$ cat config.mk
export PLATFORM = sky130hd
export DESIGN_NAME = add32_result_collector_flat
export DESIGN_NICKNAME = d
export VERILOG_FILES = /design/src/rtl/add32_result_collector_if.sv /design/src/rtl/add32_result_collector.sv /design/src/flat_wrapper.sv
export SDC_FILE = /design/constraint.sdc
export NUM_CORES = 1
export LEC_CHECK = 0
export ABC_AREA = 1
export BUFFER_PORTS_ARGS = -buffer_cell sky130_fd_sc_hd__buf_2
export CAP_MARGIN = 25
export CORE_AREA = 3 3 163 165
export CTS_BUF_LIST = sky130_fd_sc_hd__clkbuf_16
export DETAILED_ROUTE_END_ITERATION = 10
export DIE_AREA = 0 0 166 168
export HOLD_SLACK_MARGIN = 0.12
export SLEW_MARGIN = 20
export SYNTH_ARGS = -nofsm -noshare
export SYNTH_HDL_FRONTEND = slang
export SYNTH_SLANG_ARGS = --single-unit
$ cat constraint.sdc
create_clock -name clk -period 9.73 [get_ports clk]
set_input_delay 2.4325 -clock clk [delete_from_list [all_inputs] [get_ports clk]]
set_output_delay 2.4325 -clock clk [all_outputs]
set_load 0.05 [all_outputs]
$ cat src/rtl/add32_result_collector_if.sv
// Bundle between the 32-bit pipelined adder side, the consumer and the result collector.
// `new` is a reserved word in SystemVerilog, so the adder's flush/new net is carried as `flush`.
interface add32_result_collector_if #(
  parameter int LATENCY = 4,
  parameter int WIDTH   = 32,
  parameter int DEPTH   = 8
);
  logic                            issue;
  logic                            stop;
  logic                            flush;
  logic [WIDTH-1:0]                sum;
  logic                            cout;
  logic                            rd_en;
  logic [WIDTH:0]                  rd_data;
  logic                            empty;
  logic                            full;
  logic [$clog2(DEPTH):0]          count;
  logic [$clog2(LATENCY+1)-1:0]    inflight;
  logic                            overflow;

  modport master (
    output issue, stop, flush, sum, cout, rd_en,
    input  rd_data, empty, full, count, inflight, overflow
  );

  modport slave (
    input  issue, stop, flush, sum, cout, rd_en,
    output rd_data, empty, full, count, inflight, overflow
  );
endinterface

$ cat src/rtl/add32_result_collector.sv
// Result collector for the pipelined adder: tracks valid tags alongside the adder pipeline
// and queues each real {cout, sum} into a show-ahead FIFO drained by rd_en.
module add32_result_collector #(
  parameter int LATENCY = 4,
  parameter int WIDTH   = 32,
  parameter int DEPTH   = 8
) (
  input logic                     clk,
  input logic                     rst,
  add32_result_collector_if.slave bus
);
  localparam int AW = $clog2(DEPTH);
  localparam int CW = AW + 1;
  localparam int IW = $clog2(LATENCY + 1);

  logic [LATENCY-1:0] vld_reg;
  logic [LATENCY-1:0] vld_next;
  logic [WIDTH:0]     mem [DEPTH];
  logic [AW-1:0]      rd_ptr_reg;
  logic [AW-1:0]      wr_ptr_reg;
  logic [CW-1:0]      count_reg;
  logic [CW-1:0]      count_next;
  logic               empty_reg;
  logic               full_reg;
  logic               overflow_reg;
  logic [IW-1:0]      inflight_sum;

  logic cap;
  logic pop;
  logic wr;
  logic drop;

  // Shifted tag vector; bit 0 takes the new issue, the oldest tag falls off the top.
  assign vld_next[0] = bus.issue;
  genvar gi;
  generate
    for (gi = 1; gi < LATENCY; gi++) begin : g_tag_shift
      assign vld_next[gi] = vld_reg[gi-1];
    end
  endgenerate

  assign cap  = vld_reg[LATENCY-1] & ~bus.stop & ~bus.flush;
  assign pop  = bus.rd_en & ~empty_reg;
  // A pop on the same edge frees the head slot, so a full FIFO can still accept.
  assign wr   = cap & (~full_reg | pop);
  assign drop = cap & full_reg & ~pop;

  always_comb begin
    count_next = count_reg;
    if (wr && !pop) begin
      count_next = count_reg + CW'(1);
    end else if (pop && !wr) begin
      count_next = count_reg - CW'(1);
    end
  end

  always_comb begin
    inflight_sum = '0;
    for (int i = 0; i < LATENCY; i++) begin
      inflight_sum = inflight_sum + IW'(vld_reg[i]);
    end
  end

  always_ff @(posedge clk) begin
    if (rst) begin
      vld_reg      <= '0;
      rd_ptr_reg   <= '0;
      wr_ptr_reg   <= '0;
      count_reg    <= '0;
      empty_reg    <= 1'b1;
      full_reg     <= 1'b0;
      overflow_reg <= 1'b0;
    end else begin
      if (bus.flush) begin
        vld_reg <= '0;
      end else if (!bus.stop) begin
        vld_reg <= vld_next;
      end
      if (pop) begin
        rd_ptr_reg <= rd_ptr_reg + AW'(1);
      end
      if (wr) begin
        wr_ptr_reg <= wr_ptr_reg + AW'(1);
      end
      count_reg <= count_next;
      empty_reg <= (count_next == '0);
      full_reg  <= (count_next == CW'(DEPTH));
      if (drop) begin
        overflow_reg <= 1'b1;
      end
    end
  end

  // Storage carries no reset; the pointers and count define which entries are live.
  always_ff @(posedge clk) begin
    if (wr && !rst) begin
      mem[wr_ptr_reg] <= {bus.cout, bus.sum};
    end
  end

  assign bus.rd_data  = empty_reg ? '0 : mem[rd_ptr_reg];
  assign bus.empty    = empty_reg;
  assign bus.full     = full_reg;
  assign bus.count    = count_reg;
  assign bus.inflight = inflight_sum;
  assign bus.overflow = overflow_reg;
endmodule
$ cat src/flat_wrapper.sv
// flat-port wrapper written by rule: the top's interface ports become plain ports
module add32_result_collector_flat 
#(
  parameter int LATENCY = 4,
  parameter int WIDTH   = 32,
  parameter int DEPTH   = 8
)
  (clk, rst, bus_issue, bus_stop, bus_flush, bus_sum, bus_cout, bus_rd_en, bus_rd_data, bus_empty, bus_full, bus_count, bus_inflight, bus_overflow);
  add32_result_collector_if #(.LATENCY(LATENCY), .WIDTH(WIDTH), .DEPTH(DEPTH)) bus_i ();
  input logic clk;
  input logic rst;
  input wire logic [$bits(bus_i.issue)-1:0] bus_issue;
  input wire logic [$bits(bus_i.stop)-1:0] bus_stop;
  input wire logic [$bits(bus_i.flush)-1:0] bus_flush;
  input wire logic [$bits(bus_i.sum)-1:0] bus_sum;
  input wire logic [$bits(bus_i.cout)-1:0] bus_cout;
  input wire logic [$bits(bus_i.rd_en)-1:0] bus_rd_en;
  output wire logic [$bits(bus_i.rd_data)-1:0] bus_rd_data;
  output wire logic [$bits(bus_i.empty)-1:0] bus_empty;
  output wire logic [$bits(bus_i.full)-1:0] bus_full;
  output wire logic [$bits(bus_i.count)-1:0] bus_count;
  output wire logic [$bits(bus_i.inflight)-1:0] bus_inflight;
  output wire logic [$bits(bus_i.overflow)-1:0] bus_overflow;
  assign bus_i.issue = bus_issue;
  assign bus_i.stop = bus_stop;
  assign bus_i.flush = bus_flush;
  assign bus_i.sum = bus_sum;
  assign bus_i.cout = bus_cout;
  assign bus_i.rd_en = bus_rd_en;
  assign bus_rd_data = bus_i.rd_data;
  assign bus_empty = bus_i.empty;
  assign bus_full = bus_i.full;
  assign bus_count = bus_i.count;
  assign bus_inflight = bus_i.inflight;
  assign bus_overflow = bus_i.overflow;
  add32_result_collector #(.LATENCY(LATENCY), .WIDTH(WIDTH), .DEPTH(DEPTH)) u_core (.clk(clk), .rst(rst), .bus(bus_i));
endmodule
==> impl_metrics.env, run 1 <==
export IMPL_status="finished clean"
export IMPL_end_kind="output port"
export IMPL_synth_top_area_cell="edfxtp_1"
export IMPL_area_delta_synth_final_pct=13.9
export IMPL_design_area_sq_um=12900
export IMPL_startpoint_type="flop"
export IMPL_nets=1037
export IMPL_clockBufferDepth=3
export IMPL_synth_edff_count=264
export IMPL_switching_power_uw=987
export IMPL_clock_fmax_ghz=0.175
export IMPL_clk_latency_ns=0.53
export IMPL_die_w_microns=166
export IMPL_critPathKind="flop to output port"
export IMPL_top_layer="met4"
export IMPL_holdCritStartpoint="u_core.rd_ptr_reg[2]"
export IMPL_io_pin_count=82
export IMPL_synthAdderAreaFrac=0.00840
export IMPL_rows=58
export IMPL_synthTopCellsByArea="edfxtp_1, nor2_1, o21ai_0"
export IMPL_swShare=0.321
export IMPL_synth_async_reset_ratio=0
export IMPL_cts_tree="done"
export IMPL_grt_use_total=0.171
export IMPL_max_slew_margin=0.445
export IMPL_r2r_cells=7
export IMPL_ctsResizeCount=0
export IMPL_port_buffers=81
export IMPL_cap_violations=0
export IMPL_fin_crit_ns=5.71
export IMPL_synth_area_per_cell_sq_um=12.3
export IMPL_htreeDepth=1
export IMPL_grt_pass1_vias=7175
export IMPL_netlist_area_sq_um=11300
export IMPL_yosysSeqAreaShare=0.736
export IMPL_grt_max_degree=71
export IMPL_drive_gt1_frac=0.150
export IMPL_cts_hold_buf=0
export IMPL_synth_simple_area_share=0.104
export IMPL_synth_compound_area_share=0.117
export IMPL_synth_xor_area_share=0.00232
export IMPL_pwr_share_seq=0.453
export IMPL_placed_area_sq_um=12000
export IMPL_wl_per_cell_microns=17.9
export IMPL_rrSetupSlack_ns=6.75
export IMPL_synth_cells=920
export IMPL_die_y_microns=168
export IMPL_start_util=0.449
export IMPL_synth_top_family_by_area="compound AO/OA/AOI/OAI gates"
export IMPL_ant_nets=0
export IMPL_synthMuxAreaShare=0
export IMPL_drtPass1Iterations=4
export IMPL_dp_final_hpwl_microns=13000
export IMPL_p_leak_nw=4.48
export IMPL_hold_path_class="flop to flop"
export IMPL_r2r_start="u_core.bus.empty"
export IMPL_grt_pass1_wl_microns=38500
export IMPL_fin_setup_tns_ns=0
export IMPL_clockRootBuffer="clkbuf_16"
export IMPL_critical_path_required_ns=7.30
export IMPL_tightestPinTransition_ns=0.831
export IMPL_vdd_drop_max_uv=194
export IMPL_die_area_sq_um=27900
export IMPL_arrival_ns=3.28
export IMPL_synth_distinct_cells=31
export IMPL_dr_wl_met3_microns=1020
export IMPL_cts_made_buffers=29
export IMPL_yosysTopAreaCellShare=0.700
export IMPL_vias=7053
export IMPL_yosys_register_bits=284
export IMPL_pwr_share_clk=0.321
export IMPL_via_per_inst=5.25
export IMPL_wl_microns=24000
export IMPL_worstPathMaxFanout=61
export IMPL_p_int_mw=2.09
export IMPL_ys_flop_type="edfxtp_1"
export IMPL_gp_congestion=0.733
export IMPL_post_route_period_util=0.587
export IMPL_synth_nets=966
export IMPL_hold_violations=0
export IMPL_fin_skew_ns=0.0129
export IMPL_yosysWarnings=0
export IMPL_whs_path_depth=2
export IMPL_slew_violations=0
export IMPL_drc=0
export IMPL_antenna_found_initial=1
export IMPL_fillers=2198
export IMPL_whs_ns=0.478
export IMPL_clk_pin_slew_worst_paths_ns=0.06
export IMPL_p_comb_frac=0.226
export IMPL_largest_reg_flops=264
export IMPL_drt_met1_wl_microns=11100
export IMPL_met2_length_microns=11500
export IMPL_power_density_nw_per_um2=239
export IMPL_finalSetupViolCount=0
export IMPL_postCtsSetupBuffers=0
export IMPL_rsz0062_at_grt="no"
export IMPL_utilization=0.512
export IMPL_grt_overflow_total=0
export IMPL_core_area_sq_um=25200
export IMPL_drtIter0Drc=548
export IMPL_clkSinkCount=284
-- Yosys cell counts (6+ instances only) --
cell        n
nand3_1    12
clkbuf_1   22
ha_1        6
buf_4       6
edfxtp_1  264
a31oi_1    33
o21ai_1    54
buf_2      15
inv_1      16
nand2_1    24
dfxtp_1    20
nor2_1    254
o21ai_0   152
a21oi_1    12
-- placed cells by master (no fill, tap or decap), types with 2 or more instances in the layout --
cell | Yosys | final
nand2_1 | 24 | 24
nand3_1 | 12 | 12
ha_1 | 6 | 6
dfxtp_4 | 0 | 2
a21oi_1 | 12 | 12
xor2_1 | 2 | 2
o21ai_0 | 152 | 152
nor2_1 | 254 | 246
clkbuf_16 | 0 | 29
o21ai_1 | 54 | 54
inv_2 | 3 | 5
a31oi_1 | 33 | 33
inv_1 | 16 | 24
nor2_4 | 1 | 9
nand2_4 | 3 | 3
buf_2 | 15 | 81
clkinv_1 | 1 | 11
buf_4 | 6 | 12
edfxtp_1 | 264 | 264
dfxtp_1 | 20 | 18
-- stage by stage --
step | total power [mW] | std cells | setup WS [ns]
CTS | 3.11 | 1342 | 3.99
finish | 3.08 | 1343 | 4.02
floorplan | 1.95 | 920 | 4.81
global placement | 2.11 | 1289 | 4.51
global route | 3.23 | 1343 | 3.77
detailed placement | 2.12 | 1290 | 4.56
-- power by group through the flow --
stage | clock, mW | combinational (mW) | sequential (mW)
6_report | 0.989 | 0.695 | 1.39
5_1_grt | 1.06 | 0.775 | 1.40
3_5_place_dp | 0 | 0.700 | 1.42
3_3_place_gp | 0 | 0.687 | 1.42
4_1_cts | 1.01 | 0.703 | 1.40
2_1_floorplan | 0 | 0.546 | 1.41
-- critical path, stage by stage (launching register included) --
cell	delay [ns]
dfxtp_4	0.62
buf_4	0.59
inv_2	0.53
nor2_1	0.19
o21ai_0	0.09
a31oi_1	0.30
buf_2	0.33
-- layer usage --
metal  track usage  up-vias
met5             0        -
met4        0.0503        0
met3        0.0211       38
met2         0.285      151
met1         0.239     3417
li1              -     3447
-- worst paths after layout --
path,to
max,bus_rd_data[12]
min,flop
max reg2reg,u_core.mem[2][23]
min reg2reg,flop
-- final cells by class --
| type | count | area [sq um] | area share |
|---|---|---|---|
| Multi-Input combinational cell | 561 | 2690 | 0.208 |
| Inverter | 21 | 81.3 | 0.00631 |
| Antenna cell | 1 | 2.50 | 0.000194 |
| Clock inverter | 23 | 119 | 0.00922 |
| Clock buffer | 29 | 726 | 0.0563 |
| Sequential cell | 284 | 8340 | 0.647 |
| Tap cell | 330 | 413 | 0.0320 |
| Timing Repair Buffer | 94 | 523 | 0.0406 |
-- kinds of logic (layout without fill, tap and decap cells) --
family / after synthesis / count (layout)
AOI/OAI and AO/OA: 253 / 253
xor gates and xnor gates: 3 / 3
adders and majority gates: 7 / 7
buffers and inverters: 75 / 167
DFF: 284 / 284
other: 0 / 1
and+or+nand+nor: 298 / 298
Power figures use the tool's default switching activity.
==> run 2: changes to the inputs <==
--- a/config.mk
+++ b/config.mk
@@ -5,13 +5,13 @@
 export SDC_FILE = /design/constraint.sdc
 export NUM_CORES = 1
 export LEC_CHECK = 0
-export ABC_AREA = 1
+export ABC_AREA = 0
 export BUFFER_PORTS_ARGS = -buffer_cell sky130_fd_sc_hd__buf_2
 export CAP_MARGIN = 25
-export CORE_AREA = 3 3 163 165
+export CORE_AREA = 3 3 160 162
 export CTS_BUF_LIST = sky130_fd_sc_hd__clkbuf_16
 export DETAILED_ROUTE_END_ITERATION = 10
-export DIE_AREA = 0 0 166 168
+export DIE_AREA = 0 0 163 165
 export HOLD_SLACK_MARGIN = 0.12
 export SLEW_MARGIN = 20
 export SYNTH_ARGS = -nofsm -noshare
==> constraint.sdc (replaced) <==
create_clock -name clk -period 5.9 [get_ports clk]
set_input_delay 1.475 -clock clk [delete_from_list [all_inputs] [get_ports clk]]
set_output_delay 1.475 -clock clk [all_outputs]
set_load 0.05 [all_outputs]
==> impl_metrics.env, run 2 <==
export IMPL_crit_chain="buf_12 -> buf_4 -> mux4_2 -> mux2i_1 -> nor2_1 -> buf_2"
export IMPL_fin_skew_ns=0.0167
export IMPL_yosys_register_bits=284
export IMPL_via_per_inst=5.34
export IMPL_synth_top_area_cell="edfxtp_1"
export IMPL_hold_violations=0
export IMPL_layout_setup_ws_ns=1.53
export IMPL_grt_max_degree=67
export IMPL_ant_nets=0
export IMPL_dp_final_hpwl_microns=12600
export IMPL_vias=5181
export IMPL_postCtsSetupBuffers=0
export IMPL_synth_nets=571
export IMPL_p_total_mw=4.75
export IMPL_max_slew_margin=0.315
export IMPL_instances_no_fill=971
export IMPL_wl_per_cell_microns=21.9
export IMPL_arrival_ns=2.90
export IMPL_cp_top_family="buffers and inverters"
export IMPL_synthTopCellsByArea="edfxtp_1, mux4_2, dfxtp_1"
export IMPL_drtPass1Iterations=6
export IMPL_r2r_cells=5
export IMPL_htreeDepth=1
export IMPL_cap_violations=0
export IMPL_ys_flop_type="edfxtp_1"
export IMPL_nets=673
export IMPL_synth_area_per_cell_sq_um=20.8
export IMPL_finalSetupViolCount=0
export IMPL_fillers=1977
export IMPL_whs_ns=0.463
export IMPL_power_density_nw_per_um2=371
export IMPL_netlist_area_sq_um=10900
export IMPL_whs_endpoint="u_core.bus.overflow"
export IMPL_wl_microns=21300
export IMPL_synth_cells=525
export IMPL_startpoint_type="flop"
export IMPL_start_util=0.451
export IMPL_critical_path_required_ns=4.43
export IMPL_clk_latency_ns=0.54
export IMPL_yosysSeqAreaShare=0.761
export IMPL_die_y_microns=165
export IMPL_core_area_sq_um=24200
export IMPL_area_delta_synth_final_pct=16.9
export IMPL_largest_reg_flops=264
export IMPL_clockRootBuffer="clkbuf_16"
export IMPL_utilization=0.528
export IMPL_slew_violations=0
export IMPL_clockBufferDepth=3
export IMPL_design_area_sq_um=12800
export IMPL_rows=57
export IMPL_clk_pin_slew_worst_paths_ns=0.06
export IMPL_synthTopCellsByCount="edfxtp_1, mux4_2, nor2_1"
export IMPL_io_pin_count=82
export IMPL_yosysWarnings=0
export IMPL_cts_hold_buf=0
export IMPL_grt_pass1_vias=5538
export IMPL_drive_gt1_frac=0.334
export IMPL_placed_area_sq_um=11900
export IMPL_worstReg2RegEnd="u_core.mem[5][16]"
export IMPL_diodes=0
export IMPL_cts_made_buffers=29
export IMPL_clock_fmax_ghz=0.229
export IMPL_antenna_found_initial=1
export IMPL_yosysMostFrequentCell="edfxtp_1"
export IMPL_fin_crit_ns=4.37
export IMPL_rsz0062_at_grt="no"
export IMPL_worstPathMaxFanout=27
export IMPL_tightestPinTransition_ns=1.03
export IMPL_die_w_microns=163
export IMPL_clkSinkCount=284
export IMPL_rrSetupSlack_ns=2.70
export IMPL_pre_cts_ws_ns=1.51
export IMPL_end_kind="output port"
export IMPL_status="finished clean"
export IMPL_crit_buf_inv=3
export IMPL_grt_pass1_wl_microns=33000
export IMPL_slowest_delay_ns=0.64
export IMPL_critPathKind="flop to output port"
export IMPL_hold_path_class="flop to flop"
export IMPL_drc=0
export IMPL_layout_commonest_cell="edfxtp_1"
export IMPL_whs_path_depth=1
export IMPL_yosysTopAreaCellShare=0.724
export IMPL_synth_distinct_cells=34
export IMPL_port_buffers=81
export IMPL_ctsResizeCount=0
export IMPL_vdd_drop_max_uv=282
export IMPL_placed_cells=919
export IMPL_crit_slowest_cell="dfxtp_4"
export IMPL_post_route_period_util=0.741
export IMPL_synth_edff_count=264
export IMPL_fin_setup_tns_ns=0
export IMPL_synth_async_reset_ratio=0
export IMPL_gp_congestion=0.754
export IMPL_grt_use_total=0.162
export IMPL_drtIter0Drc=340
export IMPL_final_cell_mix="edfxtp_1, buf_2, mux4_2"
export IMPL_r2r_start="u_core.bus.empty"
export IMPL_holdCritStartpoint="u_core.bus.overflow"
export IMPL_die_area_sq_um=26900
export IMPL_grt_overflow_total=0
export IMPL_cts_tree="done"
export IMPL_p_leak_nw=4.16
## run 2: layout make-up
cell class | instances | area, sq um | area share
tap | 324 | 405 | 0.0317
clock inverter | 22 | 145 | 0.0113
multi-input combinational | 211 | 2540 | 0.199
sequential | 284 | 8340 | 0.652
clock buffer | 29 | 726 | 0.0567
timing repair buffer | 98 | 626 | 0.0489
inverter | 3 | 11.3 | 0.000880
## run 2: kinds of logic (layout without fill, tap and decap cells)
family | count (synthesis) | in the layout | synth area share
AOI/OAI and AO/OA | 14 | 14 | 0.00903
and+or+nand+nor | 79 | 79 | 0.0322
DFF | 284 | 284 | 0.761
adders and majority gates | 7 | 7 | 0.00869
xor gates and xnor gates | 7 | 7 | 0.00560
muxes | 104 | 104 | 0.171
buffers and inverters | 30 | 152 | 0.0130
## run 2: worst max-delay path by stage
stage               slack, ns                 to  cells past startpoint
detailed placement       1.51  u_core.mem[5][20]                      6
global placement         1.61  u_core.mem[5][20]                      6
floorplan                0.55   u_core.mem[5][0]                      6
global route             1.32    bus_rd_data[18]                      6
CTS                      1.24    bus_rd_data[18]                      5
finish                   1.53    bus_rd_data[18]                      6
## run 2: where the power goes
group | internal (mW) | switching (mW) | total, mW | leakage, nW
Clock | 0.969 | 0.710 | 1.68 | 0.467
Sequential | 2.22 | 0.0991 | 2.32 | 2.54
Combinational | 0.285 | 0.465 | 0.750 | 1.15
Total | 3.47 | 1.27 | 4.75 | 4.16
## run 2: per-layer routing
layer	GRT usage	wire length, microns
met1	0.220	9250
met2	0.279	10800
met3	0.0266	871
met4	0.0354	404
met5	0	7
## run 2: worst reg2reg max path: cells and delay by family, from the launching register on
family	cells	cell delay, ns
AOI/OAI and AO/OA	1	0.40
DFF	1	0.61
buffers and inverters	1	0.39
and+or+nand+nor	3	1.46
==> run 3: changes to the inputs <==
==> constraint.sdc (replaced) <==
create_clock -name clk -period 4.45 [get_ports clk]
set_input_delay 1.1125 -clock clk [delete_from_list [all_inputs] [get_ports clk]]
set_output_delay 1.1125 -clock clk [all_outputs]
set_load 0.05 [all_outputs]
==> impl_metrics.env, run 3 (synthesis gave the netlist of run 2 again) <==
export IMPL_placed_area_sq_um=11900
export IMPL_dp_final_hpwl_microns=12300
export IMPL_vias=5147
export IMPL_critical_path_required_ns=3.34
export IMPL_hold_violations=0
export IMPL_start_util=0.451
export IMPL_worstPathMaxFanout=31
export IMPL_critPathKind="flop to output port"
export IMPL_pwr_share_clk=0.353
export IMPL_swShare=0.266
export IMPL_rrSetupSlack_ns=1.73
export IMPL_utilization=0.527
export IMPL_die_area_sq_um=26900
export IMPL_drtIter0Drc=293
export IMPL_rsz0062_at_grt="no"
export IMPL_drc=0
export IMPL_cp_top_family="multiplexers"
export IMPL_layout_area_seq_sq_um=8340
export IMPL_cts_tree="done"
export IMPL_clockBufferDepth=3
export IMPL_design_area_sq_um=12800
export IMPL_crit_buf_inv=2
export IMPL_multi_input_area_sq_um=2560
export IMPL_layout_commonest_cell="edfxtp_1"
export IMPL_power_density_nw_per_um2=491
export IMPL_max_slew_margin=0.402
export IMPL_slowest_delay_ns=0.75
export IMPL_grt_overflow_total=0
export IMPL_whs_ns=0.472
export IMPL_startpoint_type="flop"
export IMPL_grt_pass1_wl_microns=32500
export IMPL_diodes=0
export IMPL_clockRootBuffer="clkbuf_16"
export IMPL_wl_per_cell_microns=21.1
export IMPL_clk_latency_ns=0.54
export IMPL_clk_pin_slew_worst_paths_ns=0.06
export IMPL_ctsResizeCount=0
export IMPL_hold_path_class="flop to flop"
export IMPL_slew_violations=0
export IMPL_gp_congestion=0.720
export IMPL_finalSetupViolCount=0
export IMPL_cts_made_buffers=30
export IMPL_p_int_mw=4.61
export IMPL_grt_max_degree=52
export IMPL_drtPass1Iterations=4
export IMPL_tightestPinTransition_ns=0.897
export IMPL_p_comb_frac=0.157
export IMPL_nets=674
export IMPL_r2r_start="u_core.bus.empty"
export IMPL_arrival_ns=2.81
export IMPL_final_cell_mix="edfxtp_1, buf_2, mux4_2"
export IMPL_pre_cts_ws_ns=0.891
export IMPL_fillers=1961
export IMPL_fin_skew_ns=0.00785
export IMPL_grt_pass1_vias=5614
export IMPL_vdd_drop_max_uv=386
export IMPL_cap_violations=0
export IMPL_end_kind="output port"
export IMPL_fin_crit_ns=3.92
export IMPL_holdCritStartpoint="u_core.bus.overflow"
export IMPL_drive_gt1_frac=0.330
export IMPL_die_w_microns=163
export IMPL_clock_fmax_ghz=0.255
export IMPL_via_per_inst=5.30
export IMPL_die_y_microns=165
export IMPL_switching_power_mw=1.67
export IMPL_rows=57
export IMPL_area_delta_synth_final_pct=16.8
export IMPL_status="finished clean"
export IMPL_clkSinkCount=284
export IMPL_ant_nets=0
export IMPL_wl_microns=20500
export IMPL_htreeDepth=1
export IMPL_crit_chain="buf_4 -> mux4_2 -> mux2i_1 -> nor2_1 -> buf_2"
export IMPL_crit_slowest_cell="dfxtp_4"
export IMPL_port_buffers=81
export IMPL_p_total_mw=6.28
export IMPL_io_pin_count=82
export IMPL_grt_use_total=0.158
export IMPL_core_area_sq_um=24200
export IMPL_cts_hold_buf=0
export IMPL_largest_reg_flops=264
export IMPL_post_route_period_util=0.881
export IMPL_postCtsSetupBuffers=0
export IMPL_p_leak_nw=4.13
export IMPL_pwr_share_seq=0.490
export IMPL_antenna_found_initial=2
export IMPL_layout_setup_ws_ns=0.531
run 3: worst paths after layout:
| path | end | depth (start not counted) |
|---|---|---|
| max | bus_rd_data[14] | 5 |
| min | u_core.bus.overflow | 1 |
| max reg2reg | u_core.mem[0][20] | 5 |
| min reg2reg | u_core.bus.overflow | 1 |
run 3: metrics by stage:
| step | TNS [ns] | instances |
|---|---|---|
| floorplan | -1.39 | 525 |
| global placement | 0 | 920 |
| detailed placement | 0 | 920 |
| CTS | 0 | 972 |
| global route | 0 | 972 |
| finish | 0 | 972 |
run 3: metal layers:
layer,routed length (microns),vias to the layer above,GRT usage,share of wire
li1,-,2334,-,-
met5,14,-,0,0.00068
met3,887,29,0.0321,0.043
met2,10300,98,0.270,0.50
met4,365,4,0.0331,0.018
met1,8960,2682,0.213,0.44
run 3: final cells by class:
type                       count  share of cell area
clock inverter                21             0.00861
tap                          324              0.0317
timing repair buffer          98              0.0456
clock buffer                  31              0.0607
sequential                   284               0.652
inverter                       3            0.000881
multi-input combinational    211               0.200
run 3: power groups by stage:
stage                     logic [mW]  registers (mW)  clock network [mW]
final                          0.985            3.08                2.22
after global routing            1.06            3.09                2.39
after CTS                       1.00            3.09                2.27
after detailed placement       0.998            3.14                   0
after global placement         0.982            3.14                   0
after floorplan                0.801            3.08                   0
